--- config.mk ---
export PLATFORM = sky130hd
export DESIGN_NAME = sprite_mover
export DESIGN_NICKNAME = d
export VERILOG_FILES = /design/src/rtl/sprite_mover.sv
export SDC_FILE = /design/constraint.sdc
export NUM_CORES = 1
export LEC_CHECK = 0
export CORE_ASPECT_RATIO = 2
export CORE_UTILIZATION = 30
export DETAILED_ROUTE_END_ITERATION = 6
export PLACE_DENSITY = 0.6
export SLEW_MARGIN = 25
export SYNTH_ARGS = -nofsm -noshare
export SYNTH_HDL_FRONTEND = slang
export SYNTH_SLANG_ARGS = --single-unit
--- constraint.sdc ---
create_clock -name clk_i -period 4 [get_ports clk_i]
set_input_delay 0.6 -clock clk_i [delete_from_list [all_inputs] [get_ports clk_i]]
set_output_delay 0.6 -clock clk_i [all_outputs]
set_load 0.01 [all_outputs]
--- src/rtl/sprite_mover.sv ---
// Sprite mover: clears the VGA frame, draws a ROM-backed sprite, then steps it left/right
// with erase/clamp/redraw. Drives the x/y/colour/plot inputs of a VGA adapter.
module sprite_mover #(
  parameter int unsigned SCREEN_W = 160,
  parameter int unsigned SCREEN_H = 120,
  parameter int unsigned SPRITE_W = 11,
  parameter int unsigned SPRITE_H = 10,
  parameter int unsigned X_START  = 73,
  parameter int unsigned Y_START  = 105,
  parameter int unsigned STEP     = 5,
  parameter int unsigned ADDR_W   = 7,
  parameter int unsigned COLOUR_W = 3
) (
  input  logic                clk_i,
  input  logic                rst_ni,
  input  logic                start_i,
  input  logic                left_i,
  input  logic                right_i,
  output logic [ADDR_W-1:0]   rom_addr_o,
  input  logic [COLOUR_W-1:0] rom_data_i,
  output logic [7:0]          xout_o,
  output logic [6:0]          yout_o,
  output logic [COLOUR_W-1:0] colour_out_o,
  output logic                plot_o,
  output logic                busy_o,
  output logic                done_o,
  output logic                blocked_o,
  output logic [7:0]          sprite_x_o
);

  localparam int unsigned XMax = SCREEN_W - SPRITE_W;

  typedef enum logic [2:0] {
    StIdle, StClear, StDraw, StDone, StReady, StErase, StUpdate
  } state_e;

  state_e            state_q;
  logic [7:0]        cx_q;
  logic [6:0]        cy_q;
  logic [ADDR_W-1:0] rom_addr_q;
  logic [7:0]        sprite_x_q;
  logic              dir_right_q;
  logic              left_q, right_q;
  logic [7:0]        xout_q;
  logic [6:0]        yout_q;
  logic              plot_q, draw_q, busy_q, done_q, blocked_q;

  logic [8:0] target;
  logic       at_edge;
  logic       spr_last_col, spr_last;
  logic       clr_last_col, clr_last;

  // 9-bit target so neither direction can wrap before clamping.
  always_comb begin
    target = 9'd0;
    if (dir_right_q) begin
      target = ({1'b0, sprite_x_q} + 9'(STEP) <= 9'(XMax)) ? {1'b0, sprite_x_q} + 9'(STEP)
                                                           : 9'(XMax);
    end else begin
      target = ({1'b0, sprite_x_q} >= 9'(STEP)) ? {1'b0, sprite_x_q} - 9'(STEP) : 9'd0;
    end
    at_edge      = (target == {1'b0, sprite_x_q});
    spr_last_col = (cx_q == 8'(SPRITE_W - 1));
    spr_last     = spr_last_col && (cy_q == 7'(SPRITE_H - 1));
    clr_last_col = (cx_q == 8'(SCREEN_W - 1));
    clr_last     = clr_last_col && (cy_q == 7'(SCREEN_H - 1));
  end

  always_ff @(posedge clk_i or negedge rst_ni) begin
    if (!rst_ni) begin
      state_q     <= StIdle;
      cx_q        <= '0;
      cy_q        <= '0;
      rom_addr_q  <= '0;
      sprite_x_q  <= 8'(X_START);
      dir_right_q <= 1'b0;
      left_q      <= 1'b0;
      right_q     <= 1'b0;
      xout_q      <= '0;
      yout_q      <= '0;
      plot_q      <= 1'b0;
      draw_q      <= 1'b0;
      busy_q      <= 1'b0;
      done_q      <= 1'b0;
      blocked_q   <= 1'b0;
    end else begin
      // Edge registers track the inputs in every state, so presses made while busy are lost.
      left_q    <= left_i;
      right_q   <= right_i;
      plot_q    <= 1'b0;
      draw_q    <= 1'b0;
      done_q    <= 1'b0;
      blocked_q <= 1'b0;
      unique case (state_q)
        StIdle: begin
          if (start_i) begin
            state_q <= StClear;
            busy_q  <= 1'b1;
          end
        end
        StClear: begin
          xout_q <= cx_q;
          yout_q <= cy_q;
          plot_q <= 1'b1;
          if (clr_last) begin
            cx_q       <= '0;
            cy_q       <= '0;
            rom_addr_q <= '0;
            state_q    <= StDraw;
          end else if (clr_last_col) begin
            cx_q <= '0;
            cy_q <= cy_q + 7'd1;
          end else begin
            cx_q <= cx_q + 8'd1;
          end
        end
        StDraw, StErase: begin
          if (state_q == StErase && at_edge) begin
            blocked_q <= 1'b1;
            busy_q    <= 1'b0;
            state_q   <= StReady;
          end else begin
            xout_q <= sprite_x_q + cx_q;
            yout_q <= 7'(Y_START) + cy_q;
            plot_q <= 1'b1;
            draw_q <= (state_q == StDraw);
            if (spr_last) begin
              cx_q    <= '0;
              cy_q    <= '0;
              state_q <= (state_q == StDraw) ? StDone : StUpdate;
            end else begin
              if (spr_last_col) begin
                cx_q <= '0;
                cy_q <= cy_q + 7'd1;
              end else begin
                cx_q <= cx_q + 8'd1;
              end
              if (state_q == StDraw) rom_addr_q <= rom_addr_q + ADDR_W'(1);
            end
          end
        end
        StDone: begin
          done_q     <= 1'b1;
          busy_q     <= 1'b0;
          rom_addr_q <= '0;
          state_q    <= StReady;
        end
        StReady: begin
          if (left_i && !left_q && !right_i) begin
            dir_right_q <= 1'b0;
            busy_q      <= 1'b1;
            state_q     <= StErase;
          end else if (right_i && !right_q && !left_i) begin
            dir_right_q <= 1'b1;
            busy_q      <= 1'b1;
            state_q     <= StErase;
          end
        end
        StUpdate: begin
          sprite_x_q <= target[7:0];
          rom_addr_q <= '0;
          state_q    <= StDraw;
        end
        default: begin
          busy_q  <= 1'b0;
          state_q <= StIdle;
        end
      endcase
    end
  end

  assign rom_addr_o   = rom_addr_q;
  assign xout_o       = xout_q;
  assign yout_o       = yout_q;
  // Synchronous ROM answers one cycle after rom_addr, aligned with the registered x/y.
  assign colour_out_o = draw_q ? rom_data_i : '0;
  assign plot_o       = plot_q;
  assign busy_o       = busy_q;
  assign done_o       = done_q;
  assign blocked_o    = blocked_q;
  assign sprite_x_o   = sprite_x_q;

endmodule

==> results of run 1 <==
[kinds of logic after synthesis]
logic type	share of synthesized area (%)
AO/OA/AOI/OAI	25.7
XOR/XNOR	3.83
adder cells (fa/ha/maj)	5.35
buffers and inverters	4.71
flip-flops	34.2
multiplexers	4.17
AND/OR/NAND/NOR	22.1
[layout make-up]
type | count | area [sq um]
clock buffer | 5 | 125
sequential | 56 | 1410
timing repair buffer | 56 | 526
tap | 155 | 194
clock inverter | 3 | 28.8
fill | 1373 | 8570
multi-input combinational | 381 | 2520
inverter | 18 | 67.6
[critical path, cell delays in order (launching register included)]
cell	delay, ns
dfstp_2	0.74
inv_1	0.15
ha_1	0.26
nand2b_1	0.22
a41oi_1	0.24
o211ai_1	0.14
nor4_1	0.32
o2111ai_1	0.26
o32ai_4	0.26
buf_4	0.34
or2_0	0.36
o31ai_1	0.13
[synthesized netlist by cell type, drive strengths merged, types with 7 or more instances]
library cell and count:
a21oi 29, and3 11, buf 9, clkbuf 19, dfrtp 53, ha 16, inv 18, mux2 14
nand2 31, nand2b 12, nand3 15, nor2 46, nor2b 9, nor3 13, nor4 7, o21ai 53
o31ai 10, xnor2 12
[final timing paths]
path | depth (start not counted) | start | slack (ns) | endpoint
worst max-delay path | 11 | sprite_x_o[0] | 0.45 | cx_q[6]
worst min-delay path | 1 | rst_ni | 0.25 | xout_o[4]
worst max register to register | 11 | sprite_x_o[0] | 0.45 | cx_q[6]
worst min register to register | 1 | rom_addr_o[6] | 0.50 | rom_addr_o[6]
max in group asynchronous | 2 | rst_ni | 2.84 | sprite_x_o[6]
min in group clk_i | 1 | rom_addr_o[6] | 0.50 | rom_addr_o[6]
[routing by layer]
metal	wire length, um	part of all wire (%)	vias up
li1	-	-	1842
met1	4400	35	1895
met5	0	0	-
met3	375	3.0	33
met4	609	4.8	0
met2	7320	58	121
[power groups by stage]
stage                     logic [mW]  clock network, mW  registers [mW]
after CTS                      0.292              0.489           0.707
after global placement         0.287                  0           0.714
after floorplan                0.171                  0           0.698
final                          0.287              0.473           0.707
after detailed placement       0.291                  0           0.718
after global routing           0.323              0.513           0.720
[state kept, by name (all words and copies together), names as in the netlist]
signal / cells
yout_o: 7
xout_o: 8
busy_o: 1
plot_o: 1
dir_right_q: 1
state_q: 3
draw_q: 1
cx_q: 8
sprite_x_o: 8
rom_addr_o: 7
right_q: 1
cy_q: 7
done_o: 1
left_q: 1
blocked_o: 1
[stage by stage]
step / hold slack (ns) / worst slack, ns / util (%) / cell area (sq um) / total power [mW]
after global placement: 0.477 / 0.577 / 35.1 / 4710 / 1.00
after global routing: 0.304 / 0.225 / 36.2 / 4860 / 1.56
after floorplan: 0.304 / 0.652 / - / 4110 / 0.869
final: 0.254 / 0.449 / 36.2 / 4860 / 1.47
after detailed placement: 0.480 / 0.496 / 35.1 / 4710 / 1.01
after CTS: 0.272 / 0.484 / 36.2 / 4860 / 1.49
==> flow_metrics.py, run 1 <==
metrics = {
    "run_status": {
        "outcome": "finished with violations",
        "violations": "design-rule violations",
    },
    "sta": {
        "skew_ns": 0.0165,
        "fin_crit_sh_pct": 88.8,
        "rsz0062_at_grt": "no",
        "slew_violations": 0,
        "period_needed_ns": 3.55,
        "hold_viol_final": 0,
        "max_freq_mhz": 282,
        "tns_ns": 0,
        "worst_pin_slew_ns": 1.02,
        "setup_violations": 0,
        "slew-limit-headroom_pct": 31.3,
    },
    "global_route": {
        "met1_usage_pct": 17.6,
        "grt_usage_pct": 18.4,
        "grt_max_degree": 34,
        "grt_pass1_wl_um": 20400,
        "overflow": 0,
        "met2_usage_pct": 36.8,
        "antenna_found_initial": 0,
        "grtUsageMet3_pct": 1.87,
        "busiest_layer": "met2",
        "first_global_vias": 3921,
    },
    "final_layout": {
        "layout_commonest_cell": "dfrtp_1",
        "instances_no_fill": 674,
        "n_antenna_cell": 0,
        "final_cell_mix": "dfrtp_1 (53), nor2_1 (46), o21ai_0 (44)",
        "nNetsFinal": 543,
        "drive_gt1_share_pct": 10.0,
        "syn_to_final_growth_pct": 18.2,
    },
    "power_and_ir_drop": {
        "p_leak_nw": 2.02,
        "swShare_pct": 30.7,
        "pwr-share-comb_pct": 19.6,
        "p_sw_uw": 451,
        "seq_power_share_pct": 48.1,
        "powerDensity_nw_per_um2": 302,
        "clockPowerShare_pct": 32.3,
        "ir_worst_vdd_v": 0.000162,
        "p_int_mw": 1.02,
    },
    "min_path": {
        "hp-class": "in2async",
    },
    "synth": {
        "synthTopCellsByArea": "dfrtp_1 (32%), o21ai_0 (5.4%), ha_1 (4.9%)",
        "syn_area_per_cell_sq_um": 8.52,
        "synth_fp_nets": 508,
        "syn_area_sq_um": 4110,
        "ys_types": 77,
        "yosys.area.top_type": "dfrtp_1",
        "synthFlopType": "dfrtp_1",
        "synth-edff-count": 0,
        "yosysWarnings": 0,
        "synth_top_area_share_pct": 32.2,
        "syn_inst": 483,
        "synth-async-reset-ratio_pct": 100,
        "ys_ff_latch": 56,
        "ys_seq_area_share_pct": 34.2,
    },
    "clock_tree": {
        "clkSinkCount": 56,
        "cts_resized": 0,
        "cts_tree": "yes",
        "cts-root-buf": "clkbuf_16",
        "insertion_delay_ns": 0.31,
        "clk_pin_slew_ns": 0.09,
        "cts_buffers": 5,
        "clockBufferDepth": 2,
        "cts-hold-fix-buffers": 0,
        "cts_max_level": 2,
        "cts_setup_buffers": 0,
    },
    "die": {
        "die_area_sq_um": 14200,
        "dieWidth_um": 84.8,
        "coreArea_sq_um": 13400,
        "num_io_pins": 45,
        "die_h_um": 168,
        "initial_core_util_pct": 30.6,
        "placement_rows": 60,
    },
    "job": {
        "max-cap-violations": 0,
    },
    "setup_path": {
        "startpoint_type": "register",
        "crit_type": "reg2reg",
        "cp.required_ns": 4.19,
        "setup.worst_path.end_class": "register",
        "cp_max_fo": 28,
        "worstPathArrival_ns": 3.74,
    },
    "detailed_routing": {
        "finalWirelength_um": 12700,
        "vias": 3891,
        "wl_per_cell_um": 18.8,
        "drc": 1,
        "first_iter_violations": 191,
        "drtAntennaViolNets": 0,
        "vias_per_cell": 5.77,
        "first_pass_iters": 7,
    },
    "placed_design": {
        "hpwl_um": 9770,
        "gp_congestion": 0.979,
        "post-place-cells": 666,
        "numPortBuffers": 44,
    },
}
No activity file was read; power rests on OpenSTA's default activity.
==> run 2: changes to the inputs <==
--- a/config.mk
+++ b/config.mk
@@ -5,10 +5,11 @@
 export SDC_FILE = /design/constraint.sdc
 export NUM_CORES = 1
 export LEC_CHECK = 0
-export CORE_ASPECT_RATIO = 2
+export CORE_MARGIN = 2
 export CORE_UTILIZATION = 30
 export DETAILED_ROUTE_END_ITERATION = 6
 export PLACE_DENSITY = 0.6
+export SKIP_CTS_REPAIR_TIMING = 1
 export SLEW_MARGIN = 25
 export SYNTH_ARGS = -nofsm -noshare
 export SYNTH_HDL_FRONTEND = slang
==> run 2 against run 1 <==
The flow now finishes without violations. Hold slack improved by 0.042 ns. Power decreased by 0.77%. Clock skew fell by 0.0079 ns. Cell area rose by 0.15%. Maximum frequency down 3.1%. Clock-buffer cell count unchanged. Critical path depth stayed put. Global-route usage shrank 2.3 points. Via count fell by 0.98%. Critical endpoint is now cx_q[7].
==> flow_metrics.py, run 2 (same netlist as run 1, synthesis figures left out) <==
metrics = {
    "sta": {
        "max_freq_mhz": 273,
        "rsz0062_at_grt": "no",
        "hold_viol_final": 0,
        "tns_ns": 0,
        "slew-limit-headroom_pct": 45.4,
        "worst_slack_ns": 0.334,
        "setup_violations": 0,
        "slew_violations": 0,
        "period_needed_ns": 3.67,
        "holdWs_ns": 0.296,
        "skew_ns": 0.00860,
        "worst_pin_slew_ns": 0.810,
        "fin_crit_sh_pct": 91.6,
    },
    "power_and_ir_drop": {
        "p_leak_nw": 2.00,
        "powerDensity_nw_per_um2": 299,
        "swShare_pct": 30.5,
        "p_sw_uw": 445,
        "seq_power_share_pct": 48.7,
        "clockPowerShare_pct": 31.6,
        "ir_worst_vdd_v": 0.000172,
        "p_int_mw": 1.01,
        "pwr-share-comb_pct": 19.7,
    },
    "die": {
        "coreArea_sq_um": 13300,
        "die_area_sq_um": 14700,
        "dieWidth_um": 121,
        "placement_rows": 42,
        "die_h_um": 121,
        "initial_core_util_pct": 30.9,
        "num_io_pins": 45,
    },
    "clock_tree": {
        "clkSinkCount": 56,
        "clk_pin_slew_ns": 0.08,
        "cts_tree": "yes",
        "cts_max_level": 2,
        "cts_buffers": 5,
        "clockBufferDepth": 2,
        "insertion_delay_ns": 0.30,
        "cts-root-buf": "clkbuf_16",
    },
    "final_layout": {
        "final_cell_mix": "dfrtp_1 (53), nor2_1 (46), o21ai_0 (44)",
        "layout_commonest_cell": "dfrtp_1",
        "n_antenna_cell": 0,
        "seqCellArea_sq_um": 1410,
        "syn_to_final_growth_pct": 18.4,
        "nNetsFinal": 540,
        "multiInputGateArea_sq_um": 2530,
        "drive_gt1_share_pct": 9.50,
        "n_fill_cell": 1350,
    },
    "detailed_routing": {
        "drtAntennaViolNets": 0,
        "first_pass_iters": 7,
        "vias": 3853,
        "first_iter_violations": 388,
        "drc": 0,
        "vias_per_cell": 5.57,
        "finalWirelength_um": 11200,
        "wl_per_cell_um": 16.2,
    },
    "placed_design": {
        "gp_congestion": 0.982,
        "dp_slack_ns": 0.382,
        "numPortBuffers": 44,
        "hpwl_um": 8020,
    },
    "global_route": {
        "grt_pass1_wl_um": 19200,
        "overflow": 0,
        "first_global_vias": 3876,
        "antenna_found_initial": 0,
        "grt_usage_pct": 16.1,
        "grt_max_degree": 33,
    },
    "min_path": {
        "hp-class": "in2async",
    },
    "run_status": {
        "outcome": "finished clean",
    },
    "setup_path": {
        "critical_path_buf_inv_count": 2,
        "startpoint_type": "register",
        "worstPathCellList": "inv_1, ha_1, nand2b_1, a41oi_1, o32ai_1, nor4_1, o2111ai_1, o32ai_4, buf_4, or2_0, o31ai_1",
        "crit_family": "compound AO/OA/AOI/OAI gates",
        "cp_slowest_cell": "dfstp_2",
        "cp.required_ns": 4.18,
        "setup.worst_path.end_class": "register",
        "worstPathArrival_ns": 3.84,
        "crit_type": "reg2reg",
        "cp_max_fo": 24,
        "cpPeakStageDelay_ns": 0.74,
    },
    "job": {
        "max-cap-violations": 0,
    },
}
-- run 2: worst paths after layout --
path | from | endpoint | slack (ns) | cells after the start
max | sprite_x_o[0] | cx_q[7] | 0.33 | 11
min reg2reg | rom_addr_o[6] | rom_addr_o[6] | 0.49 | 1
max in group asynchronous | rst_ni | cx_q[2] | 2.84 | 2
min in group clk_i | rom_addr_o[6] | rom_addr_o[6] | 0.49 | 1
max reg2reg | sprite_x_o[0] | cx_q[7] | 0.33 | 11
min | rst_ni | sprite_x_o[7] | 0.30 | 1
-- run 2: stage by stage --
step                instance area, sq um  cells  total power, mW  utilization [%]
global placement                    4710    684             1.00             35.5
detailed placement                  4710    684             1.01             35.5
CTS                                 4860    692             1.48             36.6
finish                              4870    692             1.46             36.6
floorplan                           4110    483            0.869                -
global route                        4870    692             1.55             36.6
-- run 2: final cells by class --
class	count	share of cell area, %
Clock buffer	5	2.57
Clock inverter	3	0.514
Inverter	18	1.39
Multi-Input combinational cell	381	51.8
Sequential cell	56	28.8
Tap cell	176	4.52
Timing Repair Buffer	53	10.3
-- run 2: power groups by stage --
stage               clock (mW)  sequential, mW  combinational, mW
global route             0.495           0.724              0.330
global placement             0           0.720              0.283
detailed placement           0           0.721              0.291
finish                   0.460           0.709              0.287
CTS                      0.476           0.710              0.293
floorplan                    0           0.698              0.171
-- run 2: metal layers --
layer	share of wire (%)	vias to the layer above	track usage, %
met2	47	153	26.7
li1	-	1839	-
met3	6.1	34	2.82
met4	2.6	0	5.89
met1	44	1827	21.0
met5	0	-	0
==> run 3: changes to the inputs <==
--- a/config.mk
+++ b/config.mk
@@ -10,7 +10,7 @@
 export DETAILED_ROUTE_END_ITERATION = 6
 export PLACE_DENSITY = 0.6
 export SKIP_CTS_REPAIR_TIMING = 1
-export SLEW_MARGIN = 25
+export SLEW_MARGIN = 5
 export SYNTH_ARGS = -nofsm -noshare
 export SYNTH_HDL_FRONTEND = slang
 export SYNTH_SLANG_ARGS = --single-unit
==> constraint.sdc (replaced) <==
create_clock -name clk_i -period 4.48 [get_ports clk_i]
set_input_delay 0.672 -clock clk_i [delete_from_list [all_inputs] [get_ports clk_i]]
set_output_delay 0.672 -clock clk_i [all_outputs]
set_load 0.02 [all_outputs]
==> run 3 against run 2 <==
Non-clock buffer count is 4 lower. Via count down 2.4%. Register-to-register slack improved by 0.56 ns. Sequential power decreased by 11%. Die area unchanged. Clock power shrank 12%. Clock-buffer cell count is the same. Cell count is 0.58% lower. Combinational power down 5%. Critical endpoint is now cx_q[5]. Largest power group unchanged.
==> flow_metrics.py, run 3 (same netlist as run 1, synthesis figures left out) <==
metrics = {
    "sta": {
        "slew-limit-headroom_pct": 44.0,
        "max_freq_mhz": 279,
        "rsz0062_at_grt": "no",
        "tns_ns": 0,
        "period_needed_ns": 3.58,
        "hold_viol_final": 0,
        "slew_violations": 0,
        "worst_slack_ns": 0.899,
        "setup_violations": 0,
        "skew_ns": 0.00663,
        "fin_crit_sh_pct": 79.9,
        "worst_pin_slew_ns": 0.832,
    },
    "setup_path": {
        "cp.required_ns": 4.65,
        "cpPeakStageDelay_ns": 0.72,
        "setup.worst_path.end_class": "register",
        "worstPathArrival_ns": 3.75,
        "crit_type": "reg2reg",
        "timing.rr.end": "cx_q[5]",
        "cp-startpoint": "sprite_x_o[0]",
        "cp_max_fo": 28,
        "reg2reg_depth": 11,
        "r2r_slack_ns": 0.90,
        "cp_slowest_cell": "dfstp_2",
        "worstPathCellList": "inv_1, ha_1, nand2b_1, a41oi_1, o32ai_1, nor4_1, o2111ai_1, o32ai_4, buf_4, or2_0, o31ai_1",
        "rr_startpoint": "sprite_x_o[0]",
        "startpoint_type": "register",
    },
    "min_path": {
        "hold_path_depth": 1,
        "min_delay_worst_endpoint": "rom_addr_o[6]",
        "min-delay-start": "rom_addr_o[6]",
        "hp-class": "reg2reg",
    },
    "power_and_ir_drop": {
        "ir_worst_vdd_v": 0.000204,
        "p_total_mw": 1.31,
        "powerDensity_nw_per_um2": 271,
        "p_leak_nw": 1.98,
    },
    "run_status": {
        "outcome": "finished clean",
    },
    "detailed_routing": {
        "first_pass_iters": 4,
        "drtAntennaViolNets": 0,
        "vias_per_cell": 5.47,
        "vias": 3761,
        "first_iter_violations": 360,
        "finalWirelength_um": 10900,
        "drc": 0,
        "wl_per_cell_um": 15.9,
    },
    "clock_tree": {
        "insertion_delay_ns": 0.30,
        "cts-root-buf": "clkbuf_16",
        "clockBufferDepth": 2,
        "cts_tree": "yes",
        "cts_max_level": 2,
        "clkSinkCount": 56,
        "cts_buffers": 5,
        "clk_pin_slew_ns": 0.08,
    },
    "final_layout": {
        "instances_no_fill": 688,
        "layout_commonest_cell": "dfrtp_1",
        "n_antenna_cell": 0,
        "final_cell_mix": "dfrtp_1 (53), nor2_1 (46), o21ai_0 (44)",
        "drive_gt1_share_pct": 8.79,
        "utilization_pct": 36.3,
        "nNetsFinal": 536,
        "syn_to_final_growth_pct": 17.5,
    },
    "global_route": {
        "grt_max_degree": 57,
        "grt_usage_pct": 15.6,
        "antenna_found_initial": 0,
        "overflow": 0,
        "grt_pass1_wl_um": 18600,
        "first_global_vias": 3715,
    },
    "die": {
        "coreArea_sq_um": 13300,
        "initial_core_util_pct": 30.9,
        "placement_rows": 42,
        "die_area_sq_um": 14700,
        "dieWidth_um": 121,
        "num_io_pins": 45,
        "die_h_um": 121,
    },
    "job": {
        "max-cap-violations": 0,
    },
    "placed_design": {
        "dp_slack_ns": 0.933,
        "hpwl_um": 7880,
        "numPortBuffers": 44,
        "post-place-cells": 680,
        "gp_congestion": 0.987,
    },
}
run 3: cell count changes in the layout (fill, tap and decap cells not counted), sizes merged:
cell / previous run / this run
buf: 10 / 6
inv: 20 / 19
clkinvlp: 1 / 0
clkinv: 0 / 2
run 3: critical path: cells and delay by family, from the launching register on:
kind	cells	cell delay [ns]
fa+ha+maj	1	0.26
compound gates	5	1.13
flops	1	0.72
simple gates	3	0.83
buf+inv	2	0.49
run 3: metal layers:
layer  GRT usage [%]  up-vias  wire length, um
met5               0        -                0
met4            4.87        0              149
met3            2.63       11              491
met2            25.5       99             5280
met1            21.1     1821             5020
li1                -     1830                -
run 3: worst max path at each step:
stage,depth (start not counted),end
2_1_floorplan,11,xout_o[1]
3_3_place_gp,11,cx_q[7]
3_5_place_dp,11,cx_q[7]
4_1_cts,11,cx_q[5]
5_1_grt,11,cx_q[5]
6_report,11,cx_q[5]
run 3: cell type report:
class | instances | area [sq um]
clock buffers | 5 | 125
clock inverters | 3 | 22.5
fillers | 1344 | 8460
inverters | 18 | 67.6
multi-input cells | 381 | 2520
flip-flops and latches | 56 | 1410
well taps | 176 | 220
repair buffers | 49 | 473
run 3: report_power, final:
group | internal, mW | switching (mW) | total (mW)
clock network | 0.210 | 0.194 | 0.404
registers | 0.557 | 0.0745 | 0.632
logic | 0.134 | 0.139 | 0.273
total | 0.901 | 0.408 | 1.31
run 3: per-stage QoR:
step / cell area [sq um] / hold slack (ns)
floorplan: 4110 / 0.376
global placement: 4680 / 0.471
detailed placement: 4680 / 0.479
CTS: 4830 / 0.492
global route: 4830 / 0.502
finish: 4830 / 0.487
